--- src/rtl/arm_mem_pkg.sv ---
// Shared definitions for the instruction/data memory port arbiter.
//   - arb_state_e : arbiter FSM state encoding (IDLE / BUSY / DONE)
//   - gnt_e       : which requester owns the current access (IF or MEM)
//   - DEFAULT_WAIT_CYCLES : default memory access latency in cycles
package arm_mem_pkg;

  typedef enum logic [1:0] {
    ARB_IDLE = 2'd0,
    ARB_BUSY = 2'd1,
    ARB_DONE = 2'd2
  } arb_state_e;

  typedef enum logic {
    GNT_IF  = 1'b0,
    GNT_MEM = 1'b1
  } gnt_e;

  localparam int DEFAULT_WAIT_CYCLES = 3;

endpackage

--- src/rtl/mem_port_arbiter.sv ---
// Shares one single-port fixed-latency memory between the fetch stage (IF)
// and the memory stage (MEM). MEM has fixed priority over IF.
//
// Ports:
//   clk, rst                  clock, asynchronous active-high reset
//   if_req, if_addr           fetch read request (held until if_ready)
//   if_rdata, if_ready        registered fetch data, one-cycle completion pulse
//   if_stall                  if_req & ~if_ready
//   mem_r_en, mem_w_en        load / store request (held until mem_ready)
//   mem_addr, mem_wdata       load/store address and store data
//   mem_rdata, mem_ready      registered load data, one-cycle completion pulse
//   mem_stall                 (mem_r_en | mem_w_en) & ~mem_ready
//   sram_addr, sram_wdata     memory address / write data (driven in BUSY only)
//   sram_we, sram_oe          memory write / read strobes (BUSY only)
//   sram_rdata                memory read data, valid in the last BUSY cycle
//
// Handshake: a requester raises its request and holds it (with stable
// address/data) until its ready pulse. The ready pulse lasts exactly one
// cycle (DONE state) and only for the granted requester. Address and data are
// latched at grant, so later input changes or a withdrawn request do not
// affect an access that has already started.
module mem_port_arbiter
  import arm_mem_pkg::*;
#(
  parameter int ADDR_W      = 32,
  parameter int DATA_W      = 32,
  parameter int WAIT_CYCLES = DEFAULT_WAIT_CYCLES
) (
  input  logic              clk,
  input  logic              rst,
  input  logic              if_req,
  input  logic [ADDR_W-1:0] if_addr,
  output logic [DATA_W-1:0] if_rdata,
  output logic              if_ready,
  output logic              if_stall,
  input  logic              mem_r_en,
  input  logic              mem_w_en,
  input  logic [ADDR_W-1:0] mem_addr,
  input  logic [DATA_W-1:0] mem_wdata,
  output logic [DATA_W-1:0] mem_rdata,
  output logic              mem_ready,
  output logic              mem_stall,
  output logic [ADDR_W-1:0] sram_addr,
  output logic [DATA_W-1:0] sram_wdata,
  output logic              sram_we,
  output logic              sram_oe,
  input  logic [DATA_W-1:0] sram_rdata
);

  // Counter runs WAIT_CYCLES-1 down to 0, one BUSY cycle per count value.
  localparam logic [3:0] CNT_LOAD = 4'(WAIT_CYCLES - 1);

  arb_state_e        state, state_next;
  logic [3:0]        cnt, cnt_next;
  gnt_e              gnt, gnt_next;
  logic              grant_load;
  logic              cap_if, cap_mem;
  logic [ADDR_W-1:0] lat_addr;
  logic [DATA_W-1:0] lat_wdata;
  logic              lat_we;
  logic              mem_req;
  logic              busy;

  assign mem_req = mem_r_en | mem_w_en;

  always_ff @(posedge clk or posedge rst) begin
    if (rst) begin
      state     <= ARB_IDLE;
      cnt       <= '0;
      gnt       <= GNT_IF;
      lat_addr  <= '0;
      lat_wdata <= '0;
      lat_we    <= 1'b0;
      if_rdata  <= '0;
      mem_rdata <= '0;
    end else begin
      state <= state_next;
      cnt   <= cnt_next;
      gnt   <= gnt_next;
      if (grant_load) begin
        lat_addr  <= (gnt_next == GNT_MEM) ? mem_addr : if_addr;
        lat_wdata <= mem_wdata;
        lat_we    <= (gnt_next == GNT_MEM) && mem_w_en;
      end
      if (cap_if)  if_rdata  <= sram_rdata;
      if (cap_mem) mem_rdata <= sram_rdata;
    end
  end

  always_comb begin
    state_next = state;
    cnt_next   = cnt;
    gnt_next   = gnt;
    grant_load = 1'b0;
    cap_if     = 1'b0;
    cap_mem    = 1'b0;
    case (state)
      ARB_IDLE: begin
        if (mem_req) begin
          grant_load = 1'b1;
          gnt_next   = GNT_MEM;
          cnt_next   = CNT_LOAD;
          state_next = ARB_BUSY;
        end else if (if_req) begin
          grant_load = 1'b1;
          gnt_next   = GNT_IF;
          cnt_next   = CNT_LOAD;
          state_next = ARB_BUSY;
        end
      end
      ARB_BUSY: begin
        if (cnt == 4'd0) begin
          state_next = ARB_DONE;
          // Last BUSY cycle: read data is valid, capture for the owner only.
          if (!lat_we) begin
            cap_if  = (gnt == GNT_IF);
            cap_mem = (gnt == GNT_MEM);
          end
        end else begin
          cnt_next = cnt - 4'd1;
        end
      end
      ARB_DONE: state_next = ARB_IDLE;
      default:  state_next = ARB_IDLE;
    endcase
  end

  // Memory-side outputs are forced to zero outside BUSY so the bus is quiet
  // in IDLE/DONE and immediately after reset.
  always_comb begin
    busy       = (state == ARB_BUSY);
    sram_addr  = busy ? lat_addr : '0;
    sram_wdata = (busy && lat_we) ? lat_wdata : '0;
    sram_we    = busy && lat_we;
    sram_oe    = busy && !lat_we;
    if_ready   = (state == ARB_DONE) && (gnt == GNT_IF);
    mem_ready  = (state == ARB_DONE) && (gnt == GNT_MEM);
  end

  assign if_stall  = if_req & ~if_ready;
  assign mem_stall = mem_req & ~mem_ready;

endmodule

--- config.mk ---
export PLATFORM = sky130hd
export DESIGN_NAME = mem_port_arbiter
export DESIGN_NICKNAME = d
export VERILOG_FILES = /design/src/rtl/arm_mem_pkg.sv /design/src/rtl/mem_port_arbiter.sv
export SDC_FILE = /design/constraint.sdc
export NUM_CORES = 1
export LEC_CHECK = 0
export BUFFER_PORTS_ARGS = -buffer_cell sky130_fd_sc_hd__buf_2
export CORE_MARGIN = 2
export CORE_UTILIZATION = 35
export DETAILED_ROUTE_END_ITERATION = 8
export PLACE_DENSITY_LB_ADDON = 0.2
export SYNTH_ARGS = -nofsm -noshare
export SYNTH_HDL_FRONTEND = slang
export SYNTH_SLANG_ARGS = --single-unit
--- constraint.sdc ---
create_clock -name clk -period 4.7 [get_ports clk]
set_clock_uncertainty 0.15 [all_clocks]
set_input_delay 0.705 -clock clk [delete_from_list [all_inputs] [get_ports clk]]
set_output_delay 0.705 -clock clk [all_outputs]
set_load 0.01 [all_outputs]
; Word-level counts from Yosys, hierarchy flattened
; Cells that the tools add are included.
[word_totals]
rom_bits = 0
latchBits = 0
ramBits = 0
out_inout_bits = 134
register_bits = 136
elab_cells = 54
inputBits = 133
memories = 0
[classes]
magnitude_cmp = 0
n_shift = 0
addsub = 1
eq_ne = 5
mul = 0
n_mux = 23
div = 0
n_bitwise = 6
reduce_logical = 11
[op_table]
columns = cell, n
row1 = $mux 32, 3
row2 = $mux 1, 12
row3 = $mux 4, 3
row4 = $pmux 4 s2, 1
row5 = $mux 2, 3
row6 = $logic_and 1x1->1, 5
row7 = $logic_not 4->1, 1
row8 = $pmux 2 s2, 1
row9 = $sub 4x1->4 const B, 1
row10 = $ne 3x3->1 const B, 1
row11 = $not 1->1, 3
row12 = $reduce_and 3->1, 1
row13 = $and 1x1->1, 2
row14 = $eq 2x1->1 const B, 1
row15 = $eq 2x2->1 const B, 1
row16 = $logic_not 2->1, 1
row17 = $ne 2x1->1 const B, 1
row18 = $ne 2x2->1 const B, 1
row19 = $reduce_and 2->1, 1
row20 = $reduce_bool 2->1, 1
row21 = $logic_not 1->1, 1
row22 = $or 1x1->1, 1

; Depth between registers and ports, before layout
[logic_depth]
word_depth = 4
mapped_depth = 7

; Least setup slack after synthesis
; No wires, ideal clock.
[synth_path]
path_kind = input -> output
from = in mem_r_en
to = out mem_stall
t_arrival_ps = 1359
stages = 3
slack_ps = 2486
n_path_buf = 1
required_time_ps = 3845
path_cell_list = nor2_1 > clkbuf_1 > nor2_1
[synth_between]
elab_chain_len = 2
[synth_lines]
columns = item, line
row1 = "start, declared", mem_port_arbiter.sv:36  ; input logic mem_r_en,
row2 = $or 1x1->1, mem_port_arbiter.sv:64  ; assign mem_req = mem_r_en | mem_w_en;
row3 = $and 1x1->1, mem_port_arbiter.sv:141  ; assign mem_stall = mem_req & ~mem_ready;
row4 = "end, declared", mem_port_arbiter.sv:42  ; output logic mem_stall,
; No other way between the ends.

; Worst setup path after layout
[layout_path]
from = reg state[1]
to = out sram_wdata[29]
[layout_between]
elab_chain_len = 3
[layout_lines]
columns = item, line
row1 = "start, declared", mem_port_arbiter.sv:53  ; arb_state_e state, state_next;
row2 = "start signal, assigned", mem_port_arbiter.sv:77  ; state <= state_next;
row3 = $eq 2x1->1, mem_port_arbiter.sv:131  ; busy = (state == ARB_BUSY);
row4 = $logic_and 1x1->1, mem_port_arbiter.sv:133  ; sram_wdata = (busy && lat_we) ? lat_wdata : '0;
row5 = $mux 32, mem_port_arbiter.sv:133
row6 = "end, declared", mem_port_arbiter.sv:44  ; output logic [DATA_W-1:0] sram_wdata,
; No other way between the ends.

==> results.md <==
* Post-route insts no fill at 1034
* Critical Path AT at 2330 ps
* Switching pwr at 0.002187 W
* Synth Instances at 549
* Clock share of power at 24.0%
* Mapped Avg Cell Area at 12.05 sq um
* Fill cells at 1765
* Cell variety after synth at 38
* Crit Path Max Fanout at 69
* Slew Limit Fails at 0
* Grt ovf at 0
* DR iter-0 viols at 204
* Asr flop ratio synth at 100.0%
* Routed wire length at 18.34 mm
* Fin Setup TNS at 0 ps
* Layout area overhead at 30.49%
* Synthesized area at 6615 sq um
* CTS H-tree lvls at 4
* Flop pwr share at 33.2%
* Hold WC Path Type: register to register
* Core Area at 18640 sq um
* Post-layout min period at 3185 ps
* Max-cap violations at 0
* Via count at 5427
* PD cells at 710.4 nW/um^2
* Final setup viols at 0
* CTS tree: built
* Period utilization at 67.76%
* Placed cell areas at 7980 sq um
* EDFF count, synth at 0
* Relative slew slack at 22.97%
* Dominant synthesized flop cell: dfrtp_1
* Clock transition at path regs at 60 ps
* Fmax at 314.0 MHz
* Cells after DPL at 1001
* Final nets at 921
* Dpl hpwl at 12.07 mm
* Max Used Layer: met4
* Clock Tree Root: clkbuf_16
* Net Count, Synth at 684
* CTS Buf Count at 17
* Pint at 0.003945 W
* CTS Hold Bufs at 0
* Largest net degree at the start of global routing at 110
* Worst skew pair latency at 410 ps
* Initial antenna violation count at 1
* Worst Setup Path Type: register to output pin
* Net Sw Frac at 35.67%
* Required time of the critical path at 3850 ps
* Gate power share at 42.8%
* Yosys reg bits at 136
* Via-to-Cell Ratio at 5.249
* Synth warn at 0
* I/O pin cnt at 267
* Layout cells sized above 1 at 51.31%
* Metal-1 WL at 7.754 mm
* Initial Util at 35.48%
* Worst Tran Pin Value at 1155 ps
* Die width at 141.5 um
* DR pass1 iterations at 5
* Die ar. at 20020 sq um
* DP Worst Slack at 1684 ps
* Clk buf depth at 2
* Pleak at 4.198 nW
* Fin Hold WS at 336.0 ps
* Post-route setup slack at 1515 ps
* RSZ-0062 raised after global routing: false
* Post_cts resized at 0
* Die H at 141.5 um
* Setup Fix Bufs, Post-CTS at 0
* Drt drc at 0
* Design area at 8632 sq um
* Seq/Total Area, Yosys at 51.45%
* Worst IR drop on VDD at 0.0003042 V
* Wire length per cell at 17.73 um
* Overall Global Routing Usage at 18.07%
* Global-route wire length before repair at 28.77 mm
* Clock sinks at 136
* Row count at 50
* GPL Wtd Cong at 0.7714
* DR WL met2 at 8.960 mm
* Nature of the critical path startpoint: register
* Status: finished, final reports clean
* # port buffers at 266
* Flop-to-flop setup slack at 2060 ps
* Met3 WL at 1.355 mm
* Antenna viol nets, final at 0
* Crit path capture type: output pin
* Vias in the first global route at 5536
* Fin. Hold Viols at 0
==> placed cells by master, fill, tap and decap left out, drive strengths merged <==
| master | count |
|---|---|
| bufinv | 5 |
| clkbuf | 18 |
| o22ai | 1 |
| ha | 2 |
| and3 | 33 |
| inv | 8 |
| or3b | 1 |
| and2b | 1 |
| nand2 | 3 |
| dfrtp | 136 |
| o311ai | 31 |
| o21ai | 35 |
| nor2 | 4 |
| nand2b | 1 |
| nor3b | 5 |
| clkinvlp | 1 |
| nand3 | 4 |
| or3 | 1 |
| and2 | 33 |
| a21oi | 32 |
| diode | 1 |
| nor3 | 34 |
| nor2b | 1 |
| buf | 271 |
| o31ai | 31 |
| or2 | 2 |
| clkinv | 4 |
| mux2 | 98 |
| mux2i | 3 |
==> path summary, 6_finish.rpt <==
kind                              start        endpoint  cells after the start
setup / recovery               state[1]  sram_wdata[29]                      3
hold / removal             lat_wdata[7]    lat_wdata[7]                      1
setup reg to reg                    gnt    if_rdata[21]                      3
hold reg to reg            lat_wdata[7]    lat_wdata[7]                      1
max in group asynchronous           rst   lat_wdata[26]                      3
min in group asynchronous           rst     if_rdata[6]                      2
==> layout make-up <==
| class | count | area, sq um | share of cell area, % |
|---|---|---|---|
| clock inverter | 14 | 220.2 | 2.551 |
| timing repair buffer | 271 | 1369 | 15.86 |
| sequential | 136 | 3403 | 39.43 |
| clock buffer | 18 | 429.2 | 4.972 |
| inverter | 4 | 20.02 | 0.2319 |
| antenna | 1 | 2.502 | 0.02899 |
| tap | 234 | 292.8 | 3.392 |
| multi-input combinational | 356 | 2895 | 33.54 |
==> routing by layer <==
layer	vias up	global-route usage [%]
met3	22	5.569
met5	-	0
met2	227	30.15
met4	0	6.105
met1	2662	22.34
li1	2516	-
==> flip-flops by register name (all words and copies together), names as in the netlist <==
register and flops:
cnt 4, state 2, if_rdata 32, lat_we 1
gnt 1, mem_rdata 32, lat_addr 32, lat_wdata 32
==> worst max-delay path: stages (launching register included) <==
cell and delay, ps:
dfrtp_1 480, and2b_2 990, and3_1 300, buf_2 140
==> cell usage after synthesis (2+ instances only) <==
library cell / number / area share, %
nor2_1: 3 / 0.17
buf_6: 4 / 0.68
buf_12: 3 / 0.91
nand3_1: 3 / 0.23
mux2i_1: 3 / 0.45
mux2_4: 32 / 7.3
o311ai_0: 31 / 4.1
dfrtp_1: 136 / 51
buf_2: 2 / 0.15
a21oi_1: 32 / 2.4
clkbuf_1: 33 / 1.9
inv_1: 4 / 0.23
o21ai_0: 35 / 2.6
buf_4: 8 / 0.91
ha_1: 2 / 0.38
o31ai_1: 31 / 3.5
nand2_1: 2 / 0.11
mux2_1: 5 / 0.85
nor3b_1: 3 / 0.34
buf_1: 3 / 0.17
nor3_1: 34 / 2.6
mux2_2: 61 / 10
and2_1: 33 / 3.1
and3_1: 32 / 3.0
==> stage by stage <==
step | power (W) | util (%)
after CTS | 0.006205 | 46.29
after detailed placement | 0.004693 | 42.81
after floorplan | 0.003781 | -
after global routing | 0.006542 | 46.30
final | 0.006133 | 46.30
after global placement | 0.004615 | 42.81
==> kinds of logic (layout without fill, tap and decap cells) <==
family          count (synthesis)  in the layout  synth area share [%]
other cells                     0              1                     0
mux                           101            101                 18.95
fa+ha+maj                       2              2                0.3782
compound gates                130            130                 12.88
flops                         136            136                 51.45
simple gates                  123            123                 11.42
buf+inv                        57            307                 4.918
==> power by group through the flow <==
stage                     registers [W]  clock network (W)  logic (W)
after global placement          0.00202                  0    0.00259
after global routing            0.00211            0.00157    0.00286
after detailed placement        0.00205                  0    0.00264
final                           0.00203            0.00147    0.00263
after floorplan                 0.00212                  0    0.00166
after CTS                       0.00204            0.00151    0.00265
Note: power is estimated with default switching activity, not from simulation.
